[src/rtl/id_ex_stage.sv]
// ---------------------------------------------------------------------------
// id_ex_stage
//
// ID/EX pipeline register for the five-stage RV32I core. It also contains the
// load-use hazard detector and the control-hazard flush for branches and
// jumps that resolve in EX.
//
// Ports
//   clk, reset            pipeline clock and synchronous active-high reset
//   *_id                  decoded fields of the instruction currently in ID
//   JumpFlush_ex          taken branch or jump resolved in EX this cycle
//   *_ex                  registered copies of the *_id fields. A bubble
//                         clears every one of them to zero.
//   Stall                 combinational; PC and IF/ID hold while it is high
//   IFID_Flush            combinational; IF/ID loads a NOP while it is high
//   BubbleCount           saturating count of bubbles inserted since reset
// ---------------------------------------------------------------------------
module id_ex_stage #(
    parameter int CNT_W = 16
) (
    input  logic             clk,
    input  logic             reset,

    input  logic [31:0]      PC_id,
    input  logic [31:0]      Imm_id,
    input  logic [31:0]      rs1Data_id,
    input  logic [31:0]      rs2Data_id,
    input  logic [4:0]       rs1Addr_id,
    input  logic [4:0]       rs2Addr_id,
    input  logic [4:0]       rdAddr_id,
    input  logic [3:0]       ALUCode_id,
    input  logic             ALUSrcA_id,
    input  logic [1:0]       ALUSrcB_id,
    input  logic             RegWrite_id,
    input  logic             MemWrite_id,
    input  logic             MemRead_id,
    input  logic             MemtoReg_id,

    input  logic             JumpFlush_ex,

    output logic [31:0]      PC_ex,
    output logic [31:0]      Imm_ex,
    output logic [31:0]      rs1Data_ex,
    output logic [31:0]      rs2Data_ex,
    output logic [4:0]       rs1Addr_ex,
    output logic [4:0]       rs2Addr_ex,
    output logic [4:0]       rdAddr_ex,
    output logic [3:0]       ALUCode_ex,
    output logic             ALUSrcA_ex,
    output logic [1:0]       ALUSrcB_ex,
    output logic             RegWrite_ex,
    output logic             MemWrite_ex,
    output logic             MemRead_ex,
    output logic             MemtoReg_ex,

    output logic             Stall,
    output logic             IFID_Flush,
    output logic [CNT_W-1:0] BubbleCount
);

    logic             load_use;
    logic             bubble;
    logic [CNT_W-1:0] bubble_count_reg;
    logic [CNT_W-1:0] bubble_count_next;

    // A load in EX whose destination is read by the instruction in ID. Both
    // source fields are compared even if the instruction does not use them;
    // the occasional false stall is accepted. x0 is excluded through rd only.
    assign load_use = MemRead_ex & RegWrite_ex & (rdAddr_ex != 5'd0) &
                      ((rdAddr_ex == rs1Addr_id) | (rdAddr_ex == rs2Addr_id));

    // A flush discards the younger instruction in ID, so no stall is needed.
    assign Stall      = load_use & ~JumpFlush_ex;
    assign IFID_Flush = JumpFlush_ex;

    // Flush and load-use both insert exactly one bubble. When they occur in
    // the same cycle, only one bubble is inserted and only one is counted.
    assign bubble = JumpFlush_ex | load_use;

    always_comb begin
        bubble_count_next = bubble_count_reg;
        if (bubble && (bubble_count_reg != {CNT_W{1'b1}})) begin
            bubble_count_next = bubble_count_reg + {{(CNT_W-1){1'b0}}, 1'b1};
        end
    end

    always_ff @(posedge clk) begin
        if (reset) begin
            bubble_count_reg <= '0;
        end else begin
            bubble_count_reg <= bubble_count_next;
        end
    end

    assign BubbleCount = bubble_count_reg;

    // A bubble zeroes every field, including data, addresses and PC. The
    // result is a true NOP: no writes, and rdAddr_ex = 0 so it never matches
    // in the forwarding unit. It also clears MemRead_ex, which guarantees
    // that a load-use stall lasts exactly one cycle.
    always_ff @(posedge clk) begin
        if (reset || bubble) begin
            PC_ex       <= 32'd0;
            Imm_ex      <= 32'd0;
            rs1Data_ex  <= 32'd0;
            rs2Data_ex  <= 32'd0;
            rs1Addr_ex  <= 5'd0;
            rs2Addr_ex  <= 5'd0;
            rdAddr_ex   <= 5'd0;
            ALUCode_ex  <= 4'd0;
            ALUSrcA_ex  <= 1'b0;
            ALUSrcB_ex  <= 2'd0;
            RegWrite_ex <= 1'b0;
            MemWrite_ex <= 1'b0;
            MemRead_ex  <= 1'b0;
            MemtoReg_ex <= 1'b0;
        end else begin
            PC_ex       <= PC_id;
            Imm_ex      <= Imm_id;
            rs1Data_ex  <= rs1Data_id;
            rs2Data_ex  <= rs2Data_id;
            rs1Addr_ex  <= rs1Addr_id;
            rs2Addr_ex  <= rs2Addr_id;
            rdAddr_ex   <= rdAddr_id;
            ALUCode_ex  <= ALUCode_id;
            ALUSrcA_ex  <= ALUSrcA_id;
            ALUSrcB_ex  <= ALUSrcB_id;
            RegWrite_ex <= RegWrite_id;
            MemWrite_ex <= MemWrite_id;
            MemRead_ex  <= MemRead_id;
            MemtoReg_ex <= MemtoReg_id;
        end
    end

endmodule

[config.mk]
export PLATFORM = sky130hd
export DESIGN_NAME = id_ex_stage
export DESIGN_NICKNAME = d
export VERILOG_FILES = /design/src/rtl/id_ex_stage.sv
export SDC_FILE = /design/constraint.sdc
export NUM_CORES = 1
export LEC_CHECK = 0
export ABC_AREA = 1
export ABC_CLOCK_PERIOD_IN_PS = 2300
export BUFFER_PORTS_ARGS = -buffer_cell sky130_fd_sc_hd__buf_2
export CAP_MARGIN = 20
export CORE_AREA = 2 2 127 129
export CTS_BUF_LIST = sky130_fd_sc_hd__clkbuf_8
export DETAILED_ROUTE_END_ITERATION = 8
export DIE_AREA = 0 0 129 131
export PLACE_DENSITY = 0.67
export SYNTH_ARGS = -nofsm -noshare
export SYNTH_HDL_FRONTEND = slang
export SYNTH_SLANG_ARGS = --single-unit
[constraint.sdc]
create_clock -name clk -period 2.3 [get_ports clk]
set_input_delay 0.46 -clock clk [delete_from_list [all_inputs] [get_ports clk]]
set_output_delay 0.46 -clock clk [all_outputs]
set_load 0.03 [all_outputs]
==> results.tsv, run 1 <==
metric	value	unit
status	finished, final reports clean	
final_util	0.492	
synthMuxAreaShare	0	
synth_simple_gate_area_share	0.205	
fmax	474	MHz
final_common_cell	buf_2	
dpl.hpwl	10200	um
rows	46	
core_area	15600	um^2
synth_top_area_cell	dfxtp_1	
track_usage	0.152	
tritoncts	built	
clock_skew	0.0167	ns
cts-root-buf	clkbuf_8	
synth_fa_ha_area_frac	0.00229	
drc	0	
drv_cap	0	
final_cell_mix	buf_2 (327), nor2_1 (187), inv_1 (181), dfxtp_1 (166), nand2_1 (64)	
relSlewSlack	0.711	
worstSetupPathType	reg -> out	
drt_pre_antenna_iters	4	
die_h	131	um
stdcell_count	1231	
nNetsFinal	1161	
yosys_warnings	0	
dieWidth	129	um
cp.required	1.84	ns
fin_crit_sh	0.917	
place_area	7280	um^2
synth_cell_types	18	
syn_area	5480	um^2
endpoint_kind	output port	
synth_fp_nets	833	
synth_top_area_share	0.622	
gp_congestion	0.761	
area_delta_synth_final	40.1	%
multiInputGateArea	1240	um^2
power.total	5.78	mW
fin_setup_tns	0	ns
synth_top_family_by_area	simple AND/OR/NAND/NOR gates	
grt_overflow	0	
seqCellArea	3410	um^2
antenna_found_initial	0	
avgSynthCellArea	8.11	um^2
design_area	7670	um^2
pre_cts_slack	0.428	ns
cts_max_path_buffers	2	
numCtsBuffers	17	
place_inst	1200	
grt_pass1_vias	4291	
irDropWorstVdd	414	uV
worstPathArrival	1.65	ns
rsz0062_at_grt	no	
netlist_top_cells_area	dfxtp_1 (62%), nor2_1 (13%), inv_1 (12%), nand2_1 (4.4%), nand3_1 (2.3%)	
synth-compound-area-share	0.0137	
drive_above_1_share	0.364	
clock_latency	0.43	ns
p_leak	4.70	nW
hp-class	in -> reg	
fin_crit	2.11	ns
grt_pass1_wl	19900	um
die_area	16900	um^2
htreeDepth	4	
crit_fanout	5	
clock_sinks	170	
synth_seq_cells	170	
vias_per_cell	3.85	
cp-start-kind	flip-flop	
power_density	754	nW/um^2
cp_cell_sequence	nor3_1 -> nand3_1 -> nand3_1 -> inv_1 -> nand2_1 -> nor2_1 -> clkbuf_4	
wl	13500	um
clk_pin_slew	0.09	ns
ios	329	
wire_per_inst	11.0	um
max_stage_delay	0.35	ns
synthCells	675	
grt_max_degree	98	
post_cts_buffers	0	
cpMostUsedCell	nand3_1	
timing.hold.ws	0.225	ns
fin_ws	0.192	ns
synth-xor-area-share	0.00320	
num_vias	4741	
drtIter0Drc	177	
crit_slowest_cell	dfxtp_2	
fillers	1547	
ant_nets	0	
n_antenna_cell	0	
final_hold_viol_count	0	
worst_pin_slew	0.433	ns
setup_viol	0	
portBuffers	328	
slew_viol_final	0	
ys_seq_area_frac	0.622	
initial_utilization	0.351	
cells by family (layout without fill, tap and decap cells):
kind of cell | Yosys count | after routing
and+or+nand+nor | 284 | 284
adders and majority gates | 1 | 1
DFF | 170 | 170
buffers and inverters | 203 | 543
AOI/OAI and AO/OA | 15 | 15
xor gates and xnor gates | 2 | 2
critical path, delay by kind of cell, from the launching register on:
family | cells | cell delay [ns]
buffers and inverters | 2 | 0.24
flip-flops | 1 | 0.35
AND/OR/NAND/NOR | 5 | 0.63
final timing paths:
check                       from              to  slack, ns  depth (start not counted)
hold reg to reg   BubbleCount[4]  BubbleCount[4]       0.54                          2
setup reg to reg  BubbleCount[1]  BubbleCount[6]       0.53                         12
hold / removal       MemtoReg_id     MemtoReg_ex       0.23                          3
setup / recovery    rdAddr_ex[2]           Stall       0.19                          7
cells in the mapped netlist (all sizes together):
cell type  number
nand3          26
ha              1
a21oi          15
nor3b           1
nand3b          1
inv           179
dfxtp         170
nand2          64
xnor2           2
nor2          189
clkinv          1
nor3            2
buf            23
nor4            1
report_power, final:
| group | internal, mW | switching (mW) | total [mW] | leakage [nW] |
|---|---|---|---|---|
| Sequential | 3.05 | 0.0313 | 3.08 | 1.40 |
| Combinational | 0.235 | 0.440 | 0.675 | 3.10 |
| Clock | 0.981 | 1.04 | 2.03 | 0.201 |
layer usage:
layer,GRT usage,wire [um]
met5,0,0
met4,0.0652,248
met3,0.0635,1250
met2,0.258,6510
met1,0.167,5470
repair_timing:
item	CTS	global route
gates resized for setup	0	5
setup endpoints to repair	0	1
hold buffers	0	0
cell type report:
cell class	count	area share
repair buffers	332	0.222
clock buffers	18	0.0323
flip-flops and latches	170	0.444
clock inverters	13	0.0170
well taps	216	0.0352
multi-input cells	302	0.162
inverters	180	0.0881
flip-flops by register name, summed over array words and instances (netlist names):
register,cells
RegWrite_ex,1
rs2Addr_ex,5
ALUSrcA_ex,1
BubbleCount,16
Imm_ex,32
rdAddr_ex,5
MemtoReg_ex,1
rs1Data_ex,32
MemRead_ex,1
rs2Data_ex,32
PC_ex,32
ALUSrcB_ex,2
MemWrite_ex,1
ALUCode_ex,4
rs1Addr_ex,5
(Power assumes the default switching activity.)
==> run 2, diff against run 1 <==
==> config.mk (replaced) <==
export PLATFORM = sky130hd
export DESIGN_NAME = id_ex_stage
export DESIGN_NICKNAME = d
export VERILOG_FILES = /design/src/rtl/id_ex_stage.sv
export SDC_FILE = /design/constraint.sdc
export NUM_CORES = 1
export LEC_CHECK = 0
export ABC_CLOCK_PERIOD_IN_PS = 2300
export BUFFER_PORTS_ARGS = -buffer_cell sky130_fd_sc_hd__buf_2
export CAP_MARGIN = 20
export CORE_AREA = 2 2 126 128
export CTS_BUF_LIST = sky130_fd_sc_hd__clkbuf_8
export DETAILED_ROUTE_END_ITERATION = 8
export DIE_AREA = 0 0 128 130
export PLACE_DENSITY = 0.67
export RECOVER_POWER = 50
export SYNTH_ARGS = -nofsm -noshare
export SYNTH_HDL_FRONTEND = slang
export SYNTH_SLANG_ARGS = --single-unit
==> run 2 against run 1 <==
Clock power rose by 3%. Register-to-register slack got worse by 0.28 ns. Clock-buffer cell count did not move. Critical path depth rose by 1. Combinational power fell by 7.7%. Worst hold slack got worse by 0.0096 ns. Via count fell by 11%. Sequential share of layout area rose by 1.8 points. Final cell count fell by 19%. Synthesized cell count fell by 33%. Global-route usage rose by 0.46 points. First-iteration DRC count fell by 15%. Largest cell class unchanged.
==> results.tsv, run 2 <==
metric	value	unit	change
vias_per_cell	4.23		was 3.85
ys_seq_area_frac	0.647		was 0.622
synthArstFlopShare	0		unchanged
fmax	452	MHz	was 474 MHz
stdcell_count	992		was 1231
drive_above_1_share	0.289		was 0.364
worstPathArrival	1.75	ns	was 1.65 ns
synth_seq_cells	170		unchanged
cp-start-kind	flip-flop		unchanged
final_hold_viol_count	0		unchanged
synthCells	449		was 675
synth_cell_types	37		was 18
wire_per_inst	14.0	um	was 11.0 um
p_leak	3.17	nW	was 4.70 nW
min_path_cells	2		was 3
clock_sinks	170		unchanged
clk_pin_slew	0.10	ns	was 0.09 ns
drt_pre_antenna_iters	4		unchanged
endpoint_kind	output port		unchanged
netlist_top_cells_area	dfxtp_1 (65%), and2_1 (18%), buf_6 (2.1%), xnor2_1 (1.7%), mux2_2 (1.3%)		was dfxtp_1 (62%), nor2_1 (13%), inv_1 (12%), nand2_1 (4.4%), nand3_1 (2.3%)
fin_crit_sh	0.961		was 0.917
multiInputGateArea	1730	um^2	was 1240 um^2
status	finished, final reports clean		unchanged
hold_buffers	0		unchanged
power_density	787	nW/um^2	was 754 nW/um^2
die_area	16600	um^2	was 16900 um^2
rows	46		unchanged
slew_viol_final	0		unchanged
area_delta_synth_final	40.3	%	was 40.1%
worstSetupPathType	reg -> out		unchanged
initial_utilization	0.341		was 0.351
synth_top_area_cell	dfxtp_1		unchanged
clock_latency	0.43	ns	about the same
tritoncts	built		unchanged
antenna_found_initial	0		unchanged
clock_skew	0.0116	ns	was 0.0167 ns
syn_area	5260	um^2	was 5480 um^2
n_antenna_cell	0		unchanged
nNetsFinal	946		was 1161
numCtsBuffers	17		unchanged
final_cell_mix	clkbuf_1 (170), dfxtp_1 (166), buf_2 (157), and2_1 (154), clkbuf_8 (18)		was buf_2 (327), nor2_1 (187), inv_1 (181), dfxtp_1 (166), nand2_1 (64)
dpl.hpwl	10600	um	was 10200 um
yosys_warnings	0		unchanged
crit_fanout	3		was 5
wl	13900	um	was 13500 um
gp_congestion	0.827		was 0.761
die_h	130	um	was 131 um
synth_ff_type	dfxtp_1		unchanged
hp-class	in -> reg		unchanged
whs_endpoint	rs2Data_ex[14]		was MemtoReg_ex
r2r_cells	5		was 12
final_common_cell	clkbuf_1		was buf_2
r2r-end	BubbleCount[8]		was BubbleCount[6]
grt_pass1_wl	19900	um	about the same
synth_top_area_share	0.647		was 0.622
grt_max_degree	59		was 98
hold_start	rs2Data_id[14]		was MemtoReg_id
synth_common_cells	dfxtp_1 (170), and2_1 (154), buf_6 (10), nor2_1 (10), xnor2_1 (10)		was nor2_1 (187), inv_1 (179), dfxtp_1 (170)
design_area	7370	um^2	was 7670 um^2
cts-root-buf	clkbuf_8		unchanged
relSlewSlack	0.646		was 0.711
htreeDepth	4		unchanged
fillers	1552		was 1547
cts_max_path_buffers	2		unchanged
seqCellArea	3410	um^2	unchanged
ios	329		unchanged
dieWidth	128	um	was 129 um
fin_crit	2.21	ns	was 2.11 ns
avgSynthCellArea	11.7	um^2	was 8.11 um^2
track_usage	0.156		was 0.152
core_area	15400	um^2	was 15600 um^2
place_area	7100	um^2	was 7280 um^2
grt_overflow	0		unchanged
portBuffers	328		unchanged
setup_viol	0		unchanged
ff2ff_setup_slack	0.25	ns	was 0.53 ns
drc	0		unchanged
rr_startpoint	rdAddr_ex[0]		was BubbleCount[1]
cp.required	1.84	ns	about the same
worst_pin_slew	0.532	ns	was 0.433 ns
irDropWorstVdd	328	uV	was 414 uV
drtIter0Drc	151		was 177
place_inst	960		was 1200
num_vias	4198		was 4741
power.total	5.80	mW	was 5.78 mW
ant_nets	0		unchanged
synth_fp_nets	607		was 833
synth_edf_count	0		unchanged
synth_most_common_cell	dfxtp_1		was nor2_1
grt_pass1_vias	3859		was 4291
drv_cap	0		unchanged
-- run 2: layout make-up --
class	instances	area share
timing repair buffer	342	0.216
tap	192	0.0326
sequential	170	0.462
multi-input combinational	254	0.235
inverter	3	0.00153
clock buffer	18	0.0336
clock inverter	13	0.0195
-- run 2: worst max-delay path by stage --
stage,start,endpoint,slack (ns),cells past startpoint
finish,rdAddr_ex[1],Stall,0.09,8
global route,rdAddr_ex[1],Stall,-0.04,8
CTS,rdAddr_ex[0],Stall,0.01,8
detailed placement,rs1Addr_id[4],BubbleCount[9],0.16,8
global placement,rs1Addr_id[2],BubbleCount[3],0.17,8
floorplan,BubbleCount[4],BubbleCount[13],0.23,7
-- run 2: repair_timing --
item                                    CTS  global route
buffers inserted                          0             1
resized for setup                         1            18
endpoints found under the setup margin    1             1
pin swaps                                 0             6
-- run 2: worst max-delay path, cell delays in order (launching register included) --
cell,delay [ns]
dfxtp_2,0.33
buf_6,0.12
xnor2_2,0.16
nand3_1,0.12
o22ai_2,0.18
buf_6,0.14
nand2_4,0.04
nor2_4,0.10
buf_6,0.13
-- run 2: report_power, final --
| part | switching, mW | total [mW] | internal [mW] | leakage, nW |
|---|---|---|---|---|
| sequential | 0.0349 | 3.09 | 3.05 | 1.40 |
| clock | 1.09 | 2.09 | 1.00 | 0.194 |
| combinational | 0.394 | 0.623 | 0.229 | 1.58 |
| total | 1.52 | 5.80 | 4.28 | 3.17 |
-- run 2: logic make-up (layout without fill, tap and decap cells) --
logic type / Yosys count / after routing / synth area share
AND/OR/NAND/NOR: 215 / 215 / 0.254
flip-flops: 170 / 170 / 0.647
buffers and inverters: 25 / 376 / 0.0350
AO/OA/AOI/OAI: 22 / 22 / 0.0319
XOR/XNOR: 10 / 10 / 0.0167
multiplexers: 6 / 6 / 0.0129
adder cells (fa/ha/maj): 1 / 1 / 0.00238
-- run 2: through the flow --
step                TNS (ns)  setup WS (ns)   util  hold slack (ns)
global route         -0.0361        -0.0361  0.478            0.178
detailed placement         0          0.163  0.460            0.526
CTS                        0         0.0124  0.486            0.179
global placement           0          0.169  0.460            0.523
floorplan                  0          0.230      -            0.582
finish                     0         0.0889  0.478            0.216
-- run 2: metal layers --
| layer | vias to the layer above | routed length [um] | global-route usage |
|---|---|---|---|
| li1 | 2115 | - | - |
| met1 | 1893 | 5890 | 0.191 |
| met2 | 181 | 6780 | 0.262 |
| met3 | 9 | 1050 | 0.0537 |
| met4 | 0 | 136 | 0.0485 |
| met5 | - | 0 | 0 |
==> run 3, diff against run 2 <==
==> config.mk (replaced) <==
export PLATFORM = sky130hd
export DESIGN_NAME = id_ex_stage
export DESIGN_NICKNAME = d
export VERILOG_FILES = /design/src/rtl/id_ex_stage.sv
export SDC_FILE = /design/constraint.sdc
export NUM_CORES = 1
export LEC_CHECK = 0
export ABC_CLOCK_PERIOD_IN_PS = 2360
export BUFFER_PORTS_ARGS = -buffer_cell sky130_fd_sc_hd__buf_2
export CAP_MARGIN = 20
export CORE_AREA = 2 2 127 129
export CTS_BUF_LIST = sky130_fd_sc_hd__clkbuf_8
export DETAILED_ROUTE_END_ITERATION = 8
export DIE_AREA = 0 0 129 131
export PLACE_DENSITY = 0.73
export RECOVER_POWER = 50
export SYNTH_ARGS = -nofsm -noshare
export SYNTH_HDL_FRONTEND = slang
export SYNTH_SLANG_ARGS = --single-unit
==> constraint.sdc (replaced) <==
create_clock -name clk -period 2.36 [get_ports clk]
set_input_delay 0.472 -clock clk [delete_from_list [all_inputs] [get_ports clk]]
set_output_delay 0.472 -clock clk [all_outputs]
set_load 0.03 [all_outputs]
==> run 3 against run 2 <==
Via count is essentially flat. Sequential power shrank 3%. First-iteration DRC count shrank 15%.
==> results.tsv, run 3 (synthesis gave the netlist of run 2 again) <==
metric	value	unit	change
combinationalPowerShare	0.114		was 0.107
worstPathArrival	1.78	ns	was 1.75 ns
drt_pre_antenna_iters	4		unchanged
final_hold_viol_count	0		unchanged
num_vias	4195		was 4198
numCtsBuffers	17		unchanged
r2r_cells	7		was 5
grt_overflow	0		unchanged
hp-class	in -> reg		unchanged
ios	329		unchanged
area_delta_synth_final	43.6	%	was 40.3%
power_frac_clock	0.344		was 0.361
clk_pin_slew	0.10	ns	about the same
nNetsFinal	943		was 946
slew_viol_final	0		unchanged
crit_start	rdAddr_ex[0]		was rdAddr_ex[1]
htreeDepth	4		unchanged
relSlewSlack	0.630		was 0.646
rr_startpoint	BubbleCount[5]		was rdAddr_ex[0]
internal_power	4.00	mW	was 4.28 mW
final_util	0.484		was 0.478
endpoint_kind	output port		unchanged
grt_pass1_wl	19700	um	was 19900 um
dpl.hpwl	10700	um	was 10600 um
fin_ws	0.109	ns	was 0.0889 ns
r2r-end	BubbleCount[10]		was BubbleCount[8]
gp_congestion	0.780		was 0.827
vias_per_cell	4.13		was 4.23
grt_max_degree	85		was 59
worstSetupPathType	reg -> out		unchanged
tritoncts	built		unchanged
dieWidth	129	um	was 128 um
crit_fanout	3		unchanged
drv_cap	0		unchanged
rsz0062_at_grt	yes		
cp.required	1.89	ns	was 1.84 ns
cp-endpoint	Stall		unchanged
wire_per_inst	13.7	um	was 14.0 um
drtIter0Drc	129		was 151
swShare	0.279		was 0.262
initial_utilization	0.337		was 0.341
drive_above_1_share	0.499		was 0.289
fin_crit_sh	0.954		
setup_viol	0		unchanged
power_density	734	nW/um^2	was 787 nW/um^2
cts_max_path_buffers	2		unchanged
core_area	15600	um^2	was 15400 um^2
final_cell_mix	buf_2 (327), dfxtp_1 (165), and2_1 (154), clkbuf_8 (17), nor2_1 (9)		was clkbuf_1 (170), dfxtp_1 (166), buf_2 (157), and2_1 (154), clkbuf_8 (18)
rows	46		unchanged
track_usage	0.153		was 0.156
fin_setup_tns	0	ns	unchanged
worst_pin_slew	0.554	ns	was 0.532 ns
p_leak	3.80	nW	was 3.17 nW
clock_sinks	170		unchanged
portBuffers	328		unchanged
fmax	444	MHz	
ff2ff_setup_slack	0.26	ns	was 0.25 ns
drc	0		unchanged
cts-root-buf	clkbuf_8		unchanged
antenna_found_initial	1		was 0
final_common_cell	buf_2		was clkbuf_1
ant_nets	0		unchanged
fin_crit	2.25	ns	
grt_pass1_vias	3815		was 3859
p_sw	1.55	mW	was 1.52 mW
die_h	131	um	was 130 um
wl	13900	um	about the same
irDropWorstVdd	325	uV	was 328 uV
pre_cts_slack	0.0329	ns	was 0.163 ns
die_area	16900	um^2	was 16600 um^2
seq_power_share	0.542		was 0.532
status	finished, final reports clean		unchanged
cp-start-kind	flip-flop		unchanged
clock_skew	0.0102	ns	was 0.0116 ns
clock_latency	0.44	ns	was 0.43 ns
-- run 3: routing by layer --
layer  global-route usage  routed length, um
met5                    0                  0
met4               0.0492                186
met3               0.0509               1050
met2                0.269               7180
met1                0.178               5470
-- run 3: layout make-up --
class | count | area [um^2]
fillers | 1467 | 8050
flip-flops and latches | 170 | 3410
repair buffers | 339 | 1760
multi-input cells | 254 | 1720
well taps | 216 | 270
clock buffers | 17 | 234
clock inverters | 15 | 136
inverters | 3 | 11.3
diodes | 1 | 2.50
-- run 3: what timing repair did --
item                       CTS  global route
resized for setup            1            16
pin swaps                    1             5
buffers inserted             1             1
hold buffers                 0             0
setup endpoints to repair    1            11
-- run 3: how the worst min path moves through the flow --
stage,startpoint,to,slack (ns),cells after the start
after floorplan,ALUCode_id[0],ALUCode_ex[0],0.59,1
after global placement,BubbleCount[14],BubbleCount[14],0.49,2
after detailed placement,BubbleCount[14],BubbleCount[14],0.50,2
after CTS,rs1Data_id[21],rs1Data_ex[21],0.18,2
after global routing,ALUCode_id[0],ALUCode_ex[0],0.18,2
final,rs2Data_id[30],rs2Data_ex[30],0.22,2
-- run 3: power groups by stage --
stage | logic, mW | clock network (mW) | registers (mW)
final | 0.632 | 1.91 | 3.00
after global placement | 0.625 | 0 | 3.07
after global routing | 0.681 | 2.13 | 3.02
after floorplan | 0.146 | 0 | 3.29
after CTS | 0.631 | 2.00 | 3.01
after detailed placement | 0.628 | 0 | 3.07
-- run 3: critical path, cell delays in order (launching register included) --
cell and delay (ns):
dfxtp_2 0.33, buf_6 0.12, xnor2_2 0.13, nand3_2 0.09
o22ai_2 0.21, buf_4 0.15, nand2_2 0.04, nor2_2 0.11
buf_6 0.14
-- run 3: stage by stage --
stage | instance area [um^2] | hold slack, ns | cells | total power [mW]
6_report | 7550 | 0.220 | 1015 | 5.54
4_1_cts | 7470 | 0.181 | 1013 | 5.64
3_3_place_gp | 7090 | 0.487 | 980 | 3.69
2_1_floorplan | 5260 | 0.594 | 449 | 3.44
3_5_place_dp | 7090 | 0.498 | 980 | 3.70
5_1_grt | 7540 | 0.179 | 1014 | 5.83
